<file path="src/rtl/rr_resource_scheduler.sv">
// Round-robin scheduler sharing one fixed-latency resource between N requesters, with
// bounded burst locking and per-requester flush. Optional starvation monitor: RR_SCHED_STARVE_MON_EN.
module rr_resource_scheduler #(
   parameter int unsigned N         = 2,
   parameter int unsigned LATENCY   = 1,
   parameter int unsigned MAX_BURST = 4
) (
   input  logic                 clk,
   input  logic                 reset,
   input  logic [N-1:0]         req,
   input  logic [N-1:0]         lock,
   input  logic [N-1:0]         flush,
   output logic [N-1:0]         grant,
   output logic [$clog2(N)-1:0] grant_idx,
   output logic [N-1:0]         rsp_valid,
   output logic [$clog2(N)-1:0] rsp_sel,
`ifdef RR_SCHED_STARVE_MON_EN
   output logic [N-1:0]         starve_err,
`endif
   output logic                 busy
);

   localparam int unsigned IW       = $clog2(N);
   localparam int unsigned LAST     = LATENCY - 1;
   localparam logic [3:0]  MaxBurst = 4'(MAX_BURST);

   logic [N-1:0]       elig;
   logic [IW-1:0]      ptr_q;
   logic [IW-1:0]      owner_q;
   logic               owner_vld_q;
   logic [3:0]         burst_q;
   logic               lock_hit;
   logic               rr_found;
   logic [IW-1:0]      rr_idx;
   logic               any_grant;
   int unsigned        scan_j;

   logic [LATENCY-1:0] tag_vld_q;
   logic [LATENCY-1:0] tag_vld_d;
   logic [IW-1:0]      tag_idx_q [LATENCY];
   logic [IW-1:0]      tag_idx_d [LATENCY];
   logic               busy_q;
   logic               busy_d;

   // Arbitration: a locked owner under its burst bound wins, otherwise first eligible from ptr.
   always_comb begin
      elig     = reset ? '0 : (req & ~flush);
      lock_hit = owner_vld_q && elig[owner_q] && lock[owner_q] && (burst_q < MaxBurst);
      rr_found = 1'b0;
      rr_idx   = '0;
      scan_j   = 0;
      for (int unsigned k = 0; k < N; k++) begin
         scan_j = (32'(ptr_q) + k) % N;
         if (!rr_found && elig[scan_j[IW-1:0]]) begin
            rr_found = 1'b1;
            rr_idx   = scan_j[IW-1:0];
         end
      end
      any_grant = lock_hit | rr_found;
      grant_idx = lock_hit ? owner_q : rr_idx;
      grant     = '0;
      if (any_grant) begin
         grant[grant_idx] = 1'b1;
      end
   end

   always_ff @(posedge clk or posedge reset) begin
      if (reset) begin
         ptr_q       <= '0;
         owner_q     <= '0;
         owner_vld_q <= 1'b0;
         burst_q     <= '0;
      end else if (any_grant) begin
         ptr_q       <= (grant_idx == IW'(N - 1)) ? '0 : grant_idx + IW'(1);
         owner_q     <= grant_idx;
         owner_vld_q <= 1'b1;
         if (owner_vld_q && (owner_q == grant_idx)) begin
            burst_q <= (burst_q >= MaxBurst) ? burst_q : burst_q + 4'd1;
         end else begin
            burst_q <= '0;
         end
      end else begin
         owner_vld_q <= 1'b0;
         burst_q     <= '0;
      end
   end

   // Tag pipe: a flush kills every in-flight tag belonging to that requester.
   always_comb begin
      tag_vld_d    = '0;
      tag_idx_d    = '{default: '0};
      tag_vld_d[0] = any_grant;
      tag_idx_d[0] = grant_idx;
      for (int unsigned k = 1; k < LATENCY; k++) begin
         tag_vld_d[k] = tag_vld_q[k-1] & ~flush[tag_idx_q[k-1]];
         tag_idx_d[k] = tag_idx_q[k-1];
      end
      busy_d = |tag_vld_d;
   end

   always_ff @(posedge clk or posedge reset) begin
      if (reset) begin
         tag_vld_q <= '0;
         tag_idx_q <= '{default: '0};
         busy_q    <= 1'b0;
      end else begin
         tag_vld_q <= tag_vld_d;
         tag_idx_q <= tag_idx_d;
         busy_q    <= busy_d;
      end
   end

   always_comb begin
      rsp_valid = '0;
      rsp_sel   = '0;
      if (tag_vld_q[LAST] && !flush[tag_idx_q[LAST]]) begin
         rsp_valid[tag_idx_q[LAST]] = 1'b1;
         rsp_sel                    = tag_idx_q[LAST];
      end
   end

   assign busy = busy_q;

`ifdef RR_SCHED_STARVE_MON_EN
   logic [7:0]   wait_q [N];
   logic [N-1:0] starve_q;

   always_ff @(posedge clk or posedge reset) begin
      if (reset) begin
         wait_q   <= '{default: '0};
         starve_q <= '0;
      end else begin
         for (int unsigned i = 0; i < N; i++) begin
            if (grant[i] || flush[i]) begin
               wait_q[i]   <= '0;
               starve_q[i] <= 1'b0;
            end else begin
               if (elig[i] && (wait_q[i] != 8'hff)) begin
                  wait_q[i] <= wait_q[i] + 8'd1;
               end
               starve_q[i] <= elig[i] && (wait_q[i] == 8'd15);
            end
         end
      end
   end

   assign starve_err = starve_q;
`endif

endmodule

</file>
<file path="config.mk">
export PLATFORM = sky130hd
export DESIGN_NAME = rr_resource_scheduler
export DESIGN_NICKNAME = d
export VERILOG_FILES = /design/src/rtl/rr_resource_scheduler.sv
export SDC_FILE = /design/constraint.sdc
export NUM_CORES = 1
export LEC_CHECK = 0
export CAP_MARGIN = 0
export CELL_PAD_IN_SITES_DETAIL_PLACEMENT = 1
export CELL_PAD_IN_SITES_GLOBAL_PLACEMENT = 1
export CORE_AREA = 2 2 42 44
export DETAILED_ROUTE_END_ITERATION = 8
export DIE_AREA = 0 0 44 46
export GPL_TIMING_DRIVEN = 0
export PLACE_DENSITY_LB_ADDON = 0.1
export REMOVE_ABC_BUFFERS = 1
export SLEW_MARGIN = 15
export SYNTH_ARGS = -nofsm -noshare
export SYNTH_HDL_FRONTEND = slang
export SYNTH_SLANG_ARGS = --single-unit
</file>
<file path="constraint.sdc">
create_clock -name clk -period 1.7 [get_ports clk]
set_clock_uncertainty 0.15 [all_clocks]
set_input_delay 0.255 -clock clk [delete_from_list [all_inputs] [get_ports clk]]
set_output_delay 0.255 -clock clk [all_outputs]
set_load 0.02 [all_outputs]
</file>
# Word level (Yosys, flattened, before mapping)

Index checks and enable logic that the tools add are counted.

Bits in registers: 9
Bits of input ports: 8
Output and inout bits: 7

Eq/ne operators: 2
Reduce and logical (&&, ||, !) cells: 10
$add $sub $neg: 3
Order comparisons: 9
Bitwise logic cells: 3
Muxes and demuxes: 28

Operators with widths:

| operator                                                                             | number |
|---|---|
| 1-bit two-way mux                                                                    | 20 |
| 4-bit two-way mux                                                                    | 3 |
| 1-bit by 2-bit less-than comparator with 1-bit output (second input constant)        | 5 |
| 1-bit logical AND                                                                    | 8 |
| 2-bit two-way mux                                                                    | 3 |
| 4-bit by 1-bit adder with 4-bit output (second input constant)                       | 1 |
| 4-bit by 3-bit greater-or-equal comparator with 1-bit output (second input constant) | 1 |
| 4-bit by 3-bit less-than comparator with 1-bit output (second input constant)        | 1 |
| 3-bit inequality test (second input constant)                                        | 1 |
| 1-bit adder (second input constant)                                                  | 2 |
| 2-bit AND                                                                            | 1 |
| 1-bit demux with 1-bit select                                                        | 2 |
| 1-bit greater-or-equal comparator (second input constant)                            | 2 |
| 1-bit logical NOT                                                                    | 2 |
| 2-bit NOT                                                                            | 1 |
| 1-bit == test                                                                        | 1 |
| 1-bit bitwise OR                                                                     | 1 |

# Depth between registers and ports, before layout

Depth after elaboration: 15
Gate-level depth with buffers: 4
Depth with buffers taken out: 4

# Least setup slack after synthesis

No wires, ideal clock.

Kind: reg-to-output
Start: reg busy (netlist name)
End: out grant[0]
Path slack: -142 ps
Data required time: 1295 ps
Arrival: 1437 ps
Cell stages (with the launch flop): 4
Cell sequence: dfrtp_1 nor3b_1 a211oi_2 nor2_1

RTL lines:

| element       | RTL line | RTL |
|---|---|---|
| end, declared | 13       | `output logic [N-1:0] grant,` |

# Final worst setup path

Start: reg owner_q
End: out grant_idx

Word-level cells in the longest chain between the ends: 6
Elaborated cells on any way between the ends: 8
Classes of those cells: 5 x mux; 3 x reduce/logical

Ends and longest elaborated chain:

| element                                               | RTL line | RTL |
|---|---|---|
| start, declared                                       | 29       | `logic [IW-1:0] owner_q;` |
| start signal, assigned                                | 75       | `owner_q <= grant_idx;` |
| 1-bit two-way mux (implied by the code) (2 in series) | 48       | `lock_hit = owner_vld_q && elig[owner_q] && lock[owner_q] && (burst_q < MaxBurst);` |
| 1-bit logical AND (3 in series)                       | 48       |  |
| 1-bit two-way mux (*)                                 | 60       | `grant_idx = lock_hit ? owner_q : rr_idx;` |
| end, declared                                         | 14       | `output logic [$clog2(N)-1:0] grant_idx,` |

Every way passes the cells marked *; elsewhere a longest branch is shown, timed or not. The select of a mux whose other input is x is not followed.

==> results.sh <==
export IMPL_first_global_vias=464
export IMPL_whs_path_depth=4
export IMPL_max_stage_delay_ps=390
export IMPL_hold_path_end="ptr_q"
export IMPL_cts_tree="built"
export IMPL_p_total_mw=0.4816
export IMPL_syn_inst=47
export IMPL_async_flop_share_pct=100.0
export IMPL_wl_per_cell_um=14.69
export IMPL_fin_crit_sh_pct=112.1
export IMPL_tns_ps=-548.5
export IMPL_fin_cells=90
export IMPL_die_w_um=44
export IMPL_drv_slew=0
export IMPL_yosys_top_cells_count="dfrtp_1 (8), a21oi_1 (5), nor2_1 (5)"
export IMPL_worst_hold_path_type="in2reg"
export IMPL_final_util_pct=46.20
export IMPL_synth_top_family_by_area="simple AND/OR/NAND/NOR gates"
export IMPL_filler_cell_count=186
export IMPL_ios=15
export IMPL_drcViolationCount=0
export IMPL_drtIter0Drc=6
export IMPL_wirelength_met1_um=603
export IMPL_hold_viol_final=0
export IMPL_synth_compound_area_share_pct=20.16
export IMPL_synth_xor_area_share_pct=1.907
export IMPL_reg2reg_depth=6
export IMPL_totalWireLength_mm=1.322
export IMPL_synth_seq_cells=8
export IMPL_synth_simple_area_share_pct=26.16
export IMPL_ant_nets=0
export IMPL_final_layout_size_suffix_gt1_share_pct=38.36
export IMPL_root_buffer="clkbuf_4"
export IMPL_placed_area_um2=613.1
export IMPL_antenna_cells=0
export IMPL_fmax_mhz=524.9
export IMPL_maxUsedRoutingLayer="met3"
export IMPL_ys_seq_area_share_pct=43.60
export IMPL_critPathKind="reg2out"
export IMPL_crit_buf_inv=1
export IMPL_cap_violations=0
export IMPL_clockBufferDepth=2
export IMPL_rows=15
export IMPL_crit_chain="nor2_2 -> a32o_2 -> a211oi_4 -> a21o_1 -> buf_6"
export IMPL_critPathSlowestCell="dfrtp_2"
export IMPL_met2_length_um=671
export IMPL_grt_pass1_wl_mm=2.070
export IMPL_peakVddDrop_uv=365.9
export IMPL_synth_cell_types=24
export IMPL_synth_edf_count=0
export IMPL_setup_viol=3
export IMPL_r2r_slack_ps=70
export IMPL_cts_buffers=3
export IMPL_place_ws_ps=-1048
export IMPL_crit_family="compound AO/OA/AOI/OAI gates"
export IMPL_start_util_pct=28.45
export IMPL_min_delay_start="lock[1]"
export IMPL_whs_ps=345.0
export IMPL_leakage_nw=0.3883
export IMPL_dr_wl_met3_um=47
export IMPL_violations="setup timing"
export IMPL_synthTopCellsByArea="dfrtp_1 (44%), nor3b_1 (6.5%), a21oi_1 (5.4%)"
export IMPL_p_per_area_mw_per_mm2=645.8
export IMPL_dp_cells=77
export IMPL_crit_cells=5
export IMPL_r2r_start="ptr_q"
export IMPL_hpwl_um=852.4
export IMPL_rsz0062_at_grt="yes"
export IMPL_critPathLaunchType="flip-flop"
export IMPL_syn_avg_cell_area_um2=9.770
export IMPL_fin_area_um2=745.7
export IMPL_worstMarginPinSlew_ps=384.4
export IMPL_post_drt_via_cell_ratio=5.189
export IMPL_dr_pass1_iters=3
export IMPL_netlist_area_um2=459.2
export IMPL_end_kind="primary output"
export IMPL_layout_min_cycle_time_ps=1905
export IMPL_status="finished, violations left"
export IMPL_worstPathRequired_ps=1290
export IMPL_layout_setup_ws_ps=-205.0
export IMPL_portBuffers=14
export IMPL_die_area_mm2=0.002024
export IMPL_synth_most_common_cell="dfrtp_1"
export IMPL_cp_data_arrival_time_ps=1500
export IMPL_synth_flop_cell="dfrtp_1"
export IMPL_synth_fa_ha_area_share_pct=2.725
export IMPL_grt_max_degree=10
export IMPL_cts_sinks=8
export IMPL_nNetsFinal=84
export IMPL_synth_warnings=0
export IMPL_core_area_mm2=0.001614
export IMPL_place_gp_congestion=0.7328
export IMPL_vias=467
export IMPL_die_h_um=46
export IMPL_cts_htree_levels=1
export IMPL_worstPathMaxFanout=4
export IMPL_area_delta_synth_final_pct=62.40
export IMPL_synth_top_area_share_pct=43.60
export IMPL_grt_overflow=0
export IMPL_synth_top_area_cell="dfrtp_1"
export IMPL_insertion_delay_ps=250
export IMPL_path_clk_slew_ps=50
export IMPL_r2r_end="owner_q"
export IMPL_synth_mux_area_share_pct=2.180
export IMPL_antenna_found_initial=0
export IMPL_worst_slew_margin_rel_pct=74.29
export IMPL_grt_usage_pct=13.91
-- flip-flops by register name, summed over array words and instances, names as in the netlist --
name / cells
burst_q: 4
busy: 1
owner_q: 1
ptr_q: 1
tag_idx_q: 1
-- report_power, final --
group / internal, mW / leakage, nW / switching (mW)
registers: 0.203 / 0.104 / 0.0108
clock network: 0.0805 / 0.0138 / 0.0598
logic: 0.0649 / 0.270 / 0.0624
total: 0.349 / 0.388 / 0.133
-- routing by layer --
| metal | track usage (%) | vias to the layer above |
|---|---|---|
| met1 | 17.79 | 233 |
| li1 | - | 224 |
| met3 | 3.571 | 0 |
| met5 | 0 | - |
| met4 | 3.636 | 0 |
| met2 | 23.24 | 10 |
-- how the worst max path moves through the flow --
stage	startpoint	end	slack, ps
after global placement	flush[0]	grant_idx	-1080
after floorplan	busy	grant[0]	-140
after global routing	burst_q[2]	grant[0]	-280
after CTS	owner_q	grant_idx	-210
after detailed placement	flush[0]	grant_idx	-1050
final	owner_q	grant_idx	-210
-- cell type report --
| class | count | area (um2) | area share, % |
|---|---|---|---|
| multi-input combinational | 36 | 285.3 | 38.26 |
| timing repair buffer | 24 | 203.9 | 27.35 |
| sequential | 8 | 201.4 | 27.01 |
| clock buffer | 3 | 22.52 | 3.020 |
| tap | 17 | 21.27 | 2.852 |
| inverter | 2 | 11.26 | 1.510 |
-- placed cells by master, fill, tap and decap left out, drive strengths merged, types with 2 or more instances in the layout --
cell,n
buf,13
dfrtp,8
a21oi,5
dlygate4sd2,5
nor2,5
clkbuf,4
nor3b,4
a21o,3
o21ai,3
nand2,2
clkdlybuf4s15,2
dlymetal6s2s,2
and3,2
nand4,2
-- kinds of logic (layout without fill, tap and decap cells) --
kind of cell,count (synthesis),after routing
simple gates,19,19
buf+inv,3,29
xor+xnor,1,1
compound gates,14,14
flops,8,8
mux,1,1
fa+ha+maj,1,1
-- worst min-delay path: cells and delay by family --
family | cells | cell delay [ps]
AO/OA/AOI/OAI | 1 | 110
buffers and inverters | 1 | 140
AND/OR/NAND/NOR | 2 | 190
-- repair_timing --
| action | in CTS | in global routing |
|---|---|---|
| buffers inserted | 8 | 1 |
| gates cloned | 0 | 0 |
| resized for setup | 36 | 10 |
| endpoints found under the hold margin | 0 | 8 |
| hold buffers | 0 | 1 |
| setup endpoints to repair | 13 | 9 |
| pin swaps | 4 | 2 |
(Power assumes the default switching activity.)
